$ cat src/rtl/scan_chain_ctrl.sv
// rtl/scan_chain_ctrl.sv - scan chain load/capture/unload controller with masked response compare
// Chain-facing outputs are registered so the clock-gate latch always sees a stable enable.
module scan_chain_ctrl #(
  parameter int CHAIN_LEN      = 32,
  parameter int CAPTURE_CYCLES = 1
) (
  input  logic                 CLK,
  input  logic                 RESET_B,
  input  logic                 start,
  input  logic                 abort,
  input  logic [CHAIN_LEN-1:0] pattern,
  input  logic [CHAIN_LEN-1:0] expected,
  input  logic [CHAIN_LEN-1:0] mask,
  input  logic                 scan_out,
  output logic                 scan_en,
  output logic                 scan_data,
  output logic                 chain_en,
  output logic                 busy,
  output logic                 done,
  output logic                 fail,
  output logic [CHAIN_LEN-1:0] response
);

  localparam int CNT_MAX = (CAPTURE_CYCLES > CHAIN_LEN) ? CAPTURE_CYCLES : CHAIN_LEN;
  localparam int CW      = $clog2(CNT_MAX + 1);
  localparam logic [CW-1:0] SHIFT_CNT = CW'(CHAIN_LEN);
  localparam logic [CW-1:0] CAP_CNT   = CW'(CAPTURE_CYCLES);
  localparam logic [CW-1:0] CNT_ONE   = CW'(1);

  typedef enum logic [2:0] {IDLE, LOAD, CAPTURE, UNLOAD, DONE} state_t;

  state_t               state, state_d;
  logic [CW-1:0]        cnt, cnt_d;
  logic [CHAIN_LEN-1:0] pat_sr, pat_sr_d;
  logic [CHAIN_LEN-1:0] exp_q, exp_d;
  logic [CHAIN_LEN-1:0] mask_q, mask_d;
  logic [CHAIN_LEN-1:0] response_d;
  logic [CHAIN_LEN-1:0] shifted;
  logic                 scan_en_d, scan_data_d, chain_en_d, busy_d, done_d, fail_d;

  // First unloaded bit ends up in response[0] after CHAIN_LEN shifts.
  assign shifted = {scan_out, response[CHAIN_LEN-1:1]};

  always_ff @(posedge CLK or negedge RESET_B) begin
    if (!RESET_B) begin
      state     <= IDLE;
      cnt       <= '0;
      pat_sr    <= '0;
      exp_q     <= '0;
      mask_q    <= '0;
      response  <= '0;
      scan_en   <= 1'b0;
      scan_data <= 1'b0;
      chain_en  <= 1'b0;
      busy      <= 1'b0;
      done      <= 1'b0;
      fail      <= 1'b0;
    end else begin
      state     <= state_d;
      cnt       <= cnt_d;
      pat_sr    <= pat_sr_d;
      exp_q     <= exp_d;
      mask_q    <= mask_d;
      response  <= response_d;
      scan_en   <= scan_en_d;
      scan_data <= scan_data_d;
      chain_en  <= chain_en_d;
      busy      <= busy_d;
      done      <= done_d;
      fail      <= fail_d;
    end
  end

  // Every *_d value is what the registered output shows during the next state.
  always_comb begin
    state_d     = state;
    cnt_d       = cnt;
    pat_sr_d    = pat_sr;
    exp_d       = exp_q;
    mask_d      = mask_q;
    response_d  = response;
    scan_en_d   = 1'b0;
    scan_data_d = 1'b0;
    chain_en_d  = 1'b0;
    busy_d      = busy;
    done_d      = 1'b0;
    fail_d      = fail;

    case (state)
      IDLE: begin
        if (start) begin
          state_d     = LOAD;
          cnt_d       = SHIFT_CNT;
          pat_sr_d    = pattern >> 1;
          exp_d       = expected;
          mask_d      = mask;
          response_d  = '0;
          fail_d      = 1'b0;
          busy_d      = 1'b1;
          scan_en_d   = 1'b1;
          chain_en_d  = 1'b1;
          scan_data_d = pattern[0];
        end
      end
      LOAD: begin
        chain_en_d = 1'b1;
        if (cnt == CNT_ONE) begin
          state_d = CAPTURE;
          cnt_d   = CAP_CNT;
        end else begin
          cnt_d       = cnt - CNT_ONE;
          scan_en_d   = 1'b1;
          scan_data_d = pat_sr[0];
          pat_sr_d    = pat_sr >> 1;
        end
      end
      CAPTURE: begin
        chain_en_d = 1'b1;
        if (cnt == CNT_ONE) begin
          state_d   = UNLOAD;
          cnt_d     = SHIFT_CNT;
          scan_en_d = 1'b1;
        end else begin
          cnt_d = cnt - CNT_ONE;
        end
      end
      UNLOAD: begin
        response_d = shifted;
        if (cnt == CNT_ONE) begin
          state_d = DONE;
          cnt_d   = '0;
          busy_d  = 1'b0;
          done_d  = 1'b1;
          fail_d  = |((shifted ^ exp_q) & mask_q);
        end else begin
          cnt_d      = cnt - CNT_ONE;
          scan_en_d  = 1'b1;
          chain_en_d = 1'b1;
        end
      end
      DONE:    state_d = IDLE;
      default: state_d = IDLE;
    endcase

    if (abort) begin
      state_d     = IDLE;
      cnt_d       = '0;
      response_d  = '0;
      fail_d      = 1'b0;
      busy_d      = 1'b0;
      done_d      = 1'b0;
      scan_en_d   = 1'b0;
      scan_data_d = 1'b0;
      chain_en_d  = 1'b0;
    end
  end

endmodule
$ cat config.mk
export PLATFORM = sky130hd
export DESIGN_NAME = scan_chain_ctrl
export DESIGN_NICKNAME = d
export VERILOG_FILES = /design/src/rtl/scan_chain_ctrl.sv
export SDC_FILE = /design/constraint.sdc
export NUM_CORES = 1
export LEC_CHECK = 0
export CELL_PAD_IN_SITES_DETAIL_PLACEMENT = 2
export CELL_PAD_IN_SITES_GLOBAL_PLACEMENT = 2
export CORE_MARGIN = 5
export CORE_UTILIZATION = 47
export CTS_BUF_LIST = sky130_fd_sc_hd__clkbuf_2
export DETAILED_ROUTE_END_ITERATION = 10
export DONT_BUFFER_PORTS = 1
export MAX_ROUTING_LAYER = met4
export PLACE_DENSITY = 0.9
export SLEW_MARGIN = 30
export SYNTH_ARGS = -nofsm -noshare
export SYNTH_HDL_FRONTEND = slang
export SYNTH_SLANG_ARGS = --single-unit
$ cat constraint.sdc
create_clock -name CLK -period 4.71 [get_ports CLK]
set_input_delay 0.2355 -clock CLK [delete_from_list [all_inputs] [get_ports CLK]]
set_output_delay 0.2355 -clock CLK [all_outputs]
set_load 0.03 [all_outputs]
==> results of run 1 <==
==> sequential cells by signal, indices dropped and copies added (netlist names), 3 cells and up <==
signal    flops
cnt           6
exp_q        32
mask_q       32
pat_sr       31
response     32
state         3
==> cell families after synthesis <==
group	count (synthesis)	synth area share, %
adders and majority gates	2	0.396
muxes	94	16.2
xor gates and xnor gates	34	4.71
DFF	142	56.2
buffers and inverters	37	3.94
AOI/OAI and AO/OA	106	13.4
and+or+nand+nor	69	5.21
==> power groups by stage <==
stage | logic [mW] | registers (mW) | clock network (mW)
after floorplan | 0.449 | 1.53 | 0
after global placement | 0.482 | 1.55 | 0
after detailed placement | 0.534 | 1.58 | 0
after CTS | 0.635 | 1.55 | 0.791
after global routing | 0.748 | 1.60 | 0.891
final | 0.699 | 1.58 | 0.821
==> final cells by class <==
| type | instances | share of cell area, % |
|---|---|---|
| flip-flops and latches | 142 | 46.0 |
| multi-input cells | 305 | 32.8 |
| repair buffers | 108 | 14.5 |
| well taps | 176 | 2.85 |
| clock inverters | 13 | 2.12 |
| clock buffers | 19 | 1.23 |
| inverters | 9 | 0.437 |
| diodes | 2 | 0.0647 |
==> cell usage after synthesis, drive strengths merged <==
master	n
dfrtp	142
mux2	64
nand2	41
o21ai	38
xor2	34
a22o	33
mux2i	30
buf	19
a22oi	16
a21oi	12
clkbuf	9
inv	9
nor2	7
nand4	5
nor3	5
or3	4
nor4	3
ha	2
nor3b	2
o211a	2
or2	2
a211oi	1
a32o	1
a32oi	1
o22ai	1
o311ai	1
==> critical path, stage by stage (launching register included) <==
cell,delay [ns]
dfrtp_1,0.49
or3_4,0.41
or3_1,0.54
a21oi_4,0.67
buf_4,0.41
nand2_1,0.14
o21ai_2,0.07
==> stage by stage <==
step           cell area [um2]  std cells  hold WS [ns]
2_1_floorplan             6320        484       -0.0601
3_3_place_gp              6380        637       -0.0524
3_5_place_dp              6410        638       -0.0546
4_1_cts                   7700        771        0.0960
5_1_grt                   7730        774        0.0447
6_report                  7730        774        0.0446
==> how the worst min path moves through the flow <==
stage | to | depth (start not counted)
6_report | exp_q[31]$_DFFE_PN0P_ | 2
3_3_place_gp | state[1]$_DFFE_PN0P_ | 0
2_1_floorplan | busy$_DFFE_PN0P_ | 0
3_5_place_dp | mask_q[30]$_DFFE_PN0P_ | 0
5_1_grt | response[31]$_DFFE_PN0P_ | 2
4_1_cts | exp_q[14]$_DFFE_PN0P_ | 2
==> per-layer routing <==
layer  GRT usage, %  routed length, um
met1           34.7               8930
met2           56.1              13200
met3           6.31               1000
met4           12.5                577
met5              -                  0
==> impl_metrics.env, run 1 <==
export IMPL_crit_path_start="cnt[3]$_DFFE_PN0P_"
export IMPL_total_power_mw=3.10
export IMPL_p_int_mw=2.04
export IMPL_core_area_um2=13200
export IMPL_layout_drive_gt1_share_pct=23.7
export IMPL_ctsHoldBuffers=101
export IMPL_ant_nets=0
export IMPL_die_y_um=126
export IMPL_post_cts_buffers=0
export IMPL_yosys_warnings=0
export IMPL_worstPathArrival_ns=3.50
export IMPL_via_per_inst=5.99
export IMPL_critPathKind="reg -> reg"
export IMPL_post_route_period_util_pct=60.0
export IMPL_synth_nets=587
export IMPL_routed_wl_mm=23.7
export IMPL_worstPathMaxFanout=20
export IMPL_grt_pass1_wl_mm=36.4
export IMPL_io_buffers=0
export IMPL_grt_max_degree=143
export IMPL_synth_top_area_share_pct=56.2
export IMPL_status="finished, final reports clean"
export IMPL_cts_tree="yes"
export IMPL_seq_area_um2=3550
export IMPL_cp_endpoint="pat_sr[19]$_DFFE_PN0P_"
export IMPL_layout_common_cells="dfrtp_1 (142), dlygate4sd3_1 (100), mux2_2 (64), nand2_1 (41), xor2_1 (34)"
export IMPL_grt_pass1_vias=5449
export IMPL_fill_cells=1178
export IMPL_yosysTopAreaCell="dfrtp_1"
export IMPL_holdCritPathClass="in -> async"
export IMPL_dp_worst_setup_slack_ns=2.11
export IMPL_cts_resized=0
export IMPL_swShare_pct=34.3
export IMPL_dieArea_um2=15900
export IMPL_total_leakage_power_nw=3.45
export IMPL_syn_area_um2=6320
export IMPL_gr_total_overflow=0
export IMPL_row_count=42
export IMPL_nNetsFinal=686
export IMPL_fin_util_pct=58.6
export IMPL_wl_per_cell_um=30.7
export IMPL_postSynthAreaPerCell_um2=13.1
export IMPL_slew_headroom_pct=36.6
export IMPL_pwr_share_comb_pct=22.5
export IMPL_synth_cell_types=37
export IMPL_mostFrequentLayoutCell="dfrtp_1"
export IMPL_initial_utilization_pct=47.9
export IMPL_slew_viol_final=0
export IMPL_worstMarginPinSlew_ns=0.951
export IMPL_drt_initial_drc_count=265
export IMPL_rr_worst_depth=6
export IMPL_clk_pin_slew_worst_paths_ns=0.28
export IMPL_clockBufferDepth=2
export IMPL_setup_viol=0
export IMPL_final_setup_tns_ns=0
export IMPL_power_switching_mw=1.07
export IMPL_final_hold_viol_count=0
export IMPL_rsz0062_at_grt="no"
export IMPL_clk_latency_ns=0.79
export IMPL_fmax_mhz=354
export IMPL_power_frac_seq_pct=51.0
export IMPL_place_hpwl_mm=11.3
export IMPL_min_period_ns=2.83
export IMPL_max_cap_viol_count=0
export IMPL_ys_ff_latch=142
export IMPL_antenna_found_initial=2
export IMPL_area_growth_pct=22.3
export IMPL_seq_area_frac_synth_pct=56.2
export IMPL_startpoint_type="flip-flop"
export IMPL_synth_area_leaders="dfrtp_1 (56%), mux2_2 (11%), mux2i_1 (4.8%)"
export IMPL_r2r_end="pat_sr[19]$_DFFE_PN0P_"
export IMPL_vias=4637
export IMPL_finalClockSkew_ns=0.0650
export IMPL_multiInputGateArea_um2=2540
export IMPL_reg2reg_slack_ns=1.88
export IMPL_gp_congestion=0.780
export IMPL_end_kind="flip-flop"
export IMPL_worst_slack_ns=1.88
export IMPL_worstReg2RegStart="cnt[3]$_DFFE_PN0P_"
export IMPL_dr_pass1_iters=4
export IMPL_cts_root_buf="clkbuf_2"
export IMPL_track_usage_pct=31.6
export IMPL_pwr_share_clk_pct=26.5
export IMPL_clock_sinks=142
export IMPL_cts_buffers=17
export IMPL_io_pins=139
export IMPL_power_density_nw_per_um2=402
export IMPL_required_ns=5.38
export IMPL_die_w_um=126
export IMPL_h_tree_depth=4
export IMPL_syn_inst=484
export IMPL_peakVddDrop_mv=0.178
export IMPL_drc=0
Note: power is estimated with default switching activity, not from simulation.
==> run 2, diff against run 1 <==
--- a/config.mk
+++ b/config.mk
@@ -8,12 +8,12 @@
 export CELL_PAD_IN_SITES_DETAIL_PLACEMENT = 2
 export CELL_PAD_IN_SITES_GLOBAL_PLACEMENT = 2
 export CORE_MARGIN = 5
-export CORE_UTILIZATION = 47
+export CORE_UTILIZATION = 44
 export CTS_BUF_LIST = sky130_fd_sc_hd__clkbuf_2
 export DETAILED_ROUTE_END_ITERATION = 10
 export DONT_BUFFER_PORTS = 1
 export MAX_ROUTING_LAYER = met4
-export PLACE_DENSITY = 0.9
+export PLACE_DENSITY = 0.85
 export SLEW_MARGIN = 30
 export SYNTH_ARGS = -nofsm -noshare
 export SYNTH_HDL_FRONTEND = slang
==> constraint.sdc (replaced) <==
create_clock -name CLK -period 2.85 [get_ports CLK]
set_input_delay 0.1425 -clock CLK [delete_from_list [all_inputs] [get_ports CLK]]
set_output_delay 0.1425 -clock CLK [all_outputs]
set_load 0.03 [all_outputs]
==> run 2 against run 1 <==
Effect of this change:
- the flow now finishes with violations (hold timing)
- critical endpoint is now fail$_DFFE_PN0P_
- sequential cell count did not move
- non-clock buffer count grew 8
- final cell count rose by 1.4%
- wire length fell by 7.6%
- clock power increased by 44%
- register-to-register slack got worse by 1.6 ns
==> impl_metrics.env, run 2 (synthesis gave the netlist of run 1 again) <==
export IMPL_worstPathArrival_ns=3.21
export IMPL_dieArea_um2=16900
export IMPL_startpoint_type="flip-flop"
export IMPL_grt_max_degree=143
export IMPL_row_count=43
export IMPL_final_hold_viol_count=142
export IMPL_pwr_share_comb_pct=22.5
export IMPL_antenna_found_initial=2
export IMPL_layout_common_cells="dfrtp_1 (142), dlygate4sd3_1 (110), mux2_2 (64), nand2_1 (41), xor2_1 (34)"
export IMPL_layoutNonFillerInstCount=785
export IMPL_worstMarginPinSlew_ns=0.760
export IMPL_layout_drive_gt1_share_pct=22.6
export IMPL_fmax_mhz=395
export IMPL_clock_sinks=142
export IMPL_io_pins=139
export IMPL_drt_initial_drc_count=299
export IMPL_min_period_ns=2.53
export IMPL_violations="hold timing"
export IMPL_pwr_share_clk_pct=24.1
export IMPL_cts_root_buf="clkbuf_2"
export IMPL_nNetsFinal=694
export IMPL_rsz0062_at_grt="no"
export IMPL_slew_headroom_pct=48.7
export IMPL_grt_pass1_wl_mm=32.9
export IMPL_clockBufferDepth=2
export IMPL_worstPathMaxFanout=19
export IMPL_post_cts_buffers=0
export IMPL_crit_path_start="state[1]$_DFFE_PN0P_"
export IMPL_hold_worst_slack_ns=-0.976
export IMPL_cts_resized=0
export IMPL_cts_tree="yes"
export IMPL_drc=0
export IMPL_slew_viol_final=0
export IMPL_io_buffers=0
export IMPL_routed_wl_mm=21.9
export IMPL_place_hpwl_mm=11.5
export IMPL_power_switching_mw=1.60
export IMPL_die_y_um=130
export IMPL_grt_pass1_vias=5335
export IMPL_finalClockSkew_ns=0.0594
export IMPL_placed_cells=642
export IMPL_gp_congestion=0.829
export IMPL_dr_pass1_iters=5
export IMPL_holdCritPathClass="in -> async"
export IMPL_clk_latency_ns=0.79
export IMPL_via_per_inst=5.82
export IMPL_worstReg2RegStart="state[1]$_DFFE_PN0P_"
export IMPL_initial_utilization_pct=45.2
export IMPL_end_kind="flip-flop"
export IMPL_die_w_um=130
export IMPL_mostFrequentLayoutCell="dfrtp_1"
export IMPL_rr_worst_depth=6
export IMPL_critPathKind="reg -> reg"
export IMPL_area_growth_pct=22.7
export IMPL_max_cap_viol_count=0
export IMPL_setup_viol=0
export IMPL_ant_nets=0
export IMPL_vias=4571
export IMPL_core_area_um2=14000
export IMPL_power_density_nw_per_um2=629
export IMPL_wl_per_cell_um=27.9
export IMPL_post_route_period_util_pct=88.8
export IMPL_top_regs="exp_q (32), mask_q (32), response (32)"
export IMPL_cts_buffers=17
export IMPL_final_setup_tns_ns=0
export IMPL_h_tree_depth=4
export IMPL_peakVddDrop_mv=0.366
export IMPL_power_frac_seq_pct=53.4
export IMPL_required_ns=3.53
export IMPL_clk_pin_slew_worst_paths_ns=0.23
export IMPL_total_leakage_power_nw=3.46
export IMPL_gr_total_overflow=0
export IMPL_fill_cells=1280
export IMPL_swShare_pct=32.9
export IMPL_p_int_mw=3.27
export IMPL_track_usage_pct=27.4
export IMPL_status="finished with violations"
run 2: changes by cell type in the layout (fill, tap and decap cells not counted), moves of 2 or more:
cell and change:
clkinv_4 -2, dlygate4sd3_1 +10, inv_6 -3, buf_4 -3, buf_12 +4, buf_16 -3, clkinv_2 +3, clkinvlp_4 -2
clkinv_1 +2, clkbuf_2 +2
run 2: power by group through the flow:
stage | Clock [mW] | Combinational, mW | Sequential (mW)
detailed placement | 0 | 0.882 | 2.61
global placement | 0 | 0.823 | 2.57
global route | 1.28 | 1.18 | 2.64
CTS | 1.15 | 1.02 | 2.57
finish | 1.18 | 1.10 | 2.60
floorplan | 0 | 0.742 | 2.52
run 2: final timing paths:
| kind | to | slack [ns] |
|---|---|---|
| max | fail$_DFFE_PN0P_ | 0.32 |
| min | exp_q[3]$_DFFE_PN0P_ | -0.98 |
| max reg2reg | fail$_DFFE_PN0P_ | 0.32 |
| min reg2reg | pat_sr[4]$_DFFE_PN0P_ | 0.52 |
| max in group asynchronous | mask_q[6]$_DFFE_PN0P_ | 3.56 |
| min in group CLK | mask_q[31]$_DFFE_PN0P_ | 0.06 |
run 2: area by class of cell:
class / count / area (um2) / area share (%)
Sequential cell: 142 / 3550 / 45.8
Multi-Input combinational cell: 305 / 2540 / 32.7
Timing Repair Buffer: 116 / 1200 / 15.4
Tap cell: 180 / 225 / 2.90
Clock buffer: 21 / 105 / 1.36
Clock inverter: 10 / 97.6 / 1.26
Inverter: 9 / 33.8 / 0.436
Antenna cell: 2 / 5.00 / 0.0645
run 2: worst max-delay path, stage by stage, from the launching register on:
cell and delay [ns]:
dfrtp_1 0.64, or2_0 0.44, o21ai_0 0.25, a21oi_4 0.53, buf_12 0.24, a21oi_1 0.07, o22ai_1 0.28
run 2: layer usage:
layer  up-vias  global-route usage [%]  part of all wire, %
met5         -                       -                    0
met4         0                    9.72                  2.5
met3        45                    7.25                  5.7
met2       183                    50.3                   56
met1      2385                    28.2                   36
li1       1958                       -                    -
run 2: timing repair:
action | CTS | global route
hold endpoints to repair | 282 | 149
setup endpoints to repair | 0 | 0
hold buffers | 103 | 7
run 2: metrics by stage:
stage / instance area [um2] / power (mW) / setup slack (ns) / utilization (%)
final: 7750 / 4.88 / 0.318 / 55.4
after global placement: 6440 / 3.40 / 0.769 / 46.1
after CTS: 7680 / 4.73 / 0.551 / 54.9
after floorplan: 6320 / 3.27 / 0.986 / -
after global routing: 7750 / 5.10 / 0.206 / 55.4
after detailed placement: 6440 / 3.49 / 0.620 / 46.1
==> run 3, diff against run 2 <==
--- a/config.mk
+++ b/config.mk
@@ -12,7 +12,6 @@
 export CTS_BUF_LIST = sky130_fd_sc_hd__clkbuf_2
 export DETAILED_ROUTE_END_ITERATION = 10
 export DONT_BUFFER_PORTS = 1
-export MAX_ROUTING_LAYER = met4
 export PLACE_DENSITY = 0.85
 export SLEW_MARGIN = 30
 export SYNTH_ARGS = -nofsm -noshare
==> run 3 against run 2 <==
Effect of this change:
- the run still ends with hold timing left
- via count shrank 1.7%
- critical path type unchanged
- first-iteration DRC count shrank 9.0%
- worst setup slack gained 0.0098 ns
- worst hold slack gained 0.00092 ns
- fmax grew 0.39%
- die area is the same
==> impl_metrics.env, run 3 (synthesis gave the netlist of run 1 again) <==
export IMPL_status="finished with violations"
export IMPL_violations="hold timing"
export IMPL_post_cts_buffers=0
export IMPL_grt_max_degree=143
export IMPL_ctsHoldBuffers=103
export IMPL_critPathKind="reg -> reg"
export IMPL_required_ns=3.51
export IMPL_final_hold_viol_count=142
export IMPL_crit_slowest_cell="dfrtp_1"
export IMPL_rsz0062_at_grt="no"
export IMPL_total_power_mw=4.87
export IMPL_rr_worst_depth=6
export IMPL_grt_pass1_wl_mm=33.0
export IMPL_worstPathArrival_ns=3.19
export IMPL_worstMarginPinSlew_ns=0.745
export IMPL_antenna_found_initial=2
export IMPL_finalClockSkew_ns=0.0641
export IMPL_nNetsFinal=693
export IMPL_drt_initial_drc_count=272
export IMPL_row_count=43
export IMPL_pwr_share_clk_pct=24.1
export IMPL_placed_cells=642
export IMPL_clock_sinks=142
export IMPL_fin_util_pct=55.4
export IMPL_clockBufferDepth=2
export IMPL_p_int_mw=3.27
export IMPL_pwr_share_comb_pct=22.4
export IMPL_worstPathMaxFanout=19
export IMPL_swShare_pct=32.8
export IMPL_die_w_um=130
export IMPL_io_buffers=0
export IMPL_via_per_inst=5.73
export IMPL_h_tree_depth=4
export IMPL_gp_congestion=0.817
export IMPL_reg2reg_slack_ns=0.33
export IMPL_startpoint_type="flip-flop"
export IMPL_place_hpwl_mm=11.5
export IMPL_die_y_um=130
export IMPL_seq_area_um2=3550
export IMPL_clk_latency_ns=0.79
export IMPL_track_usage_pct=26.6
export IMPL_r2r_end="fail$_DFFE_PN0P_"
export IMPL_power_switching_mw=1.60
export IMPL_ant_nets=0
export IMPL_worst_slack_ns=0.328
export IMPL_fill_cells=1284
export IMPL_multiInputGateArea_um2=2540
export IMPL_area_growth_pct=22.5
export IMPL_top_regs="exp_q (32), mask_q (32), response (32)"
export IMPL_dr_pass1_iters=4
export IMPL_cts_resized=0
export IMPL_dp_worst_setup_slack_ns=0.620
export IMPL_critPathMaxStageDelay_ns=0.66
export IMPL_hold_worst_slack_ns=-0.975
export IMPL_max_cap_viol_count=0
export IMPL_cts_tree="yes"
export IMPL_cts_root_buf="clkbuf_2"
export IMPL_fmax_mhz=396
export IMPL_end_kind="flip-flop"
export IMPL_slew_viol_final=0
export IMPL_min_period_ns=2.52
export IMPL_power_frac_seq_pct=53.5
export IMPL_gr_total_overflow=0
export IMPL_total_leakage_power_nw=3.45
export IMPL_cts_buffers=17
export IMPL_power_density_nw_per_um2=629
export IMPL_holdCritPathClass="in -> async"
export IMPL_core_area_um2=14000
export IMPL_crit_path_start="state[1]$_DFFE_PN0P_"
export IMPL_cp_top_family="compound AO/OA/AOI/OAI gates"
export IMPL_io_pins=139
export IMPL_worstReg2RegStart="state[1]$_DFFE_PN0P_"
export IMPL_path_cells="or2_0, o21ai_0, a21oi_4, buf_12, a21oi_1, o22ai_1"
export IMPL_layout_drive_gt1_share_pct=22.6
export IMPL_final_setup_tns_ns=0
export IMPL_post_route_period_util_pct=88.5
export IMPL_cp_buffers_inverters=1
export IMPL_vias=4495
export IMPL_peakVddDrop_mv=0.367
export IMPL_layoutNonFillerInstCount=785
export IMPL_mostFrequentLayoutCell="dfrtp_1"
export IMPL_drc=0
export IMPL_layout_common_cells="dfrtp_1 (142), dlygate4sd3_1 (109), mux2_2 (64), nand2_1 (41), xor2_1 (34)"
export IMPL_slew_headroom_pct=49.7
export IMPL_setup_viol=0
export IMPL_routed_wl_mm=21.9
export IMPL_wl_per_cell_um=27.9
export IMPL_clk_pin_slew_worst_paths_ns=0.27
export IMPL_dieArea_um2=16900
export IMPL_grt_pass1_vias=5331
export IMPL_initial_utilization_pct=45.2
-- run 3: layout make-up --
type                       count  area share [%]
inverter                       9           0.436
clock buffer                  21            1.36
multi-input combinational    305            32.8
timing repair buffer         115            15.3
antenna                        3          0.0969
clock inverter                10            1.26
tap                          180            2.91
sequential                   142            45.9
-- run 3: how the worst max path moves through the flow --
stage	cells after the start	end
after detailed placement	6	fail$_DFFE_PN0P_
after CTS	4	exp_q[13]$_DFFE_PN0P_
after global placement	6	fail$_DFFE_PN0P_
after global routing	6	fail$_DFFE_PN0P_
after floorplan	6	pat_sr[0]$_DFFE_PN0P_
final	6	fail$_DFFE_PN0P_
-- run 3: worst register-to-register path, stage by stage, from the launching register on --
cell	delay [ns]
dfrtp_1	0.66
or2_0	0.43
o21ai_0	0.24
a21oi_4	0.51
buf_12	0.24
a21oi_1	0.08
o22ai_1	0.27
-- run 3: routing by layer --
| layer | vias up | share of wire [%] | wire (um) | track usage (%) |
|---|---|---|---|---|
| met5 | - | 0 | 0 | 0 |
| met4 | 0 | 2.5 | 549 | 9.72 |
| met3 | 37 | 5.3 | 1170 | 7.29 |
| met2 | 151 | 56 | 12200 | 49.9 |
| met1 | 2347 | 36 | 7950 | 28.5 |
| li1 | 1960 | - | - | - |
-- run 3: power groups by stage --
stage	Clock [mW]	Combinational (mW)	Sequential (mW)
3_5_place_dp	0	0.882	2.61
5_1_grt	1.28	1.18	2.64
4_1_cts	1.15	1.02	2.57
2_1_floorplan	0	0.742	2.52
3_3_place_gp	0	0.823	2.57
6_report	1.17	1.09	2.60
-- run 3: per-stage QoR --
step                hold WS, ns  cell area, um2
global route              -1.06            7740
detailed placement       -0.145            6440
finish                   -0.975            7750
floorplan                -0.153            6320
global placement         -0.144            6440
CTS                       -1.01            7680
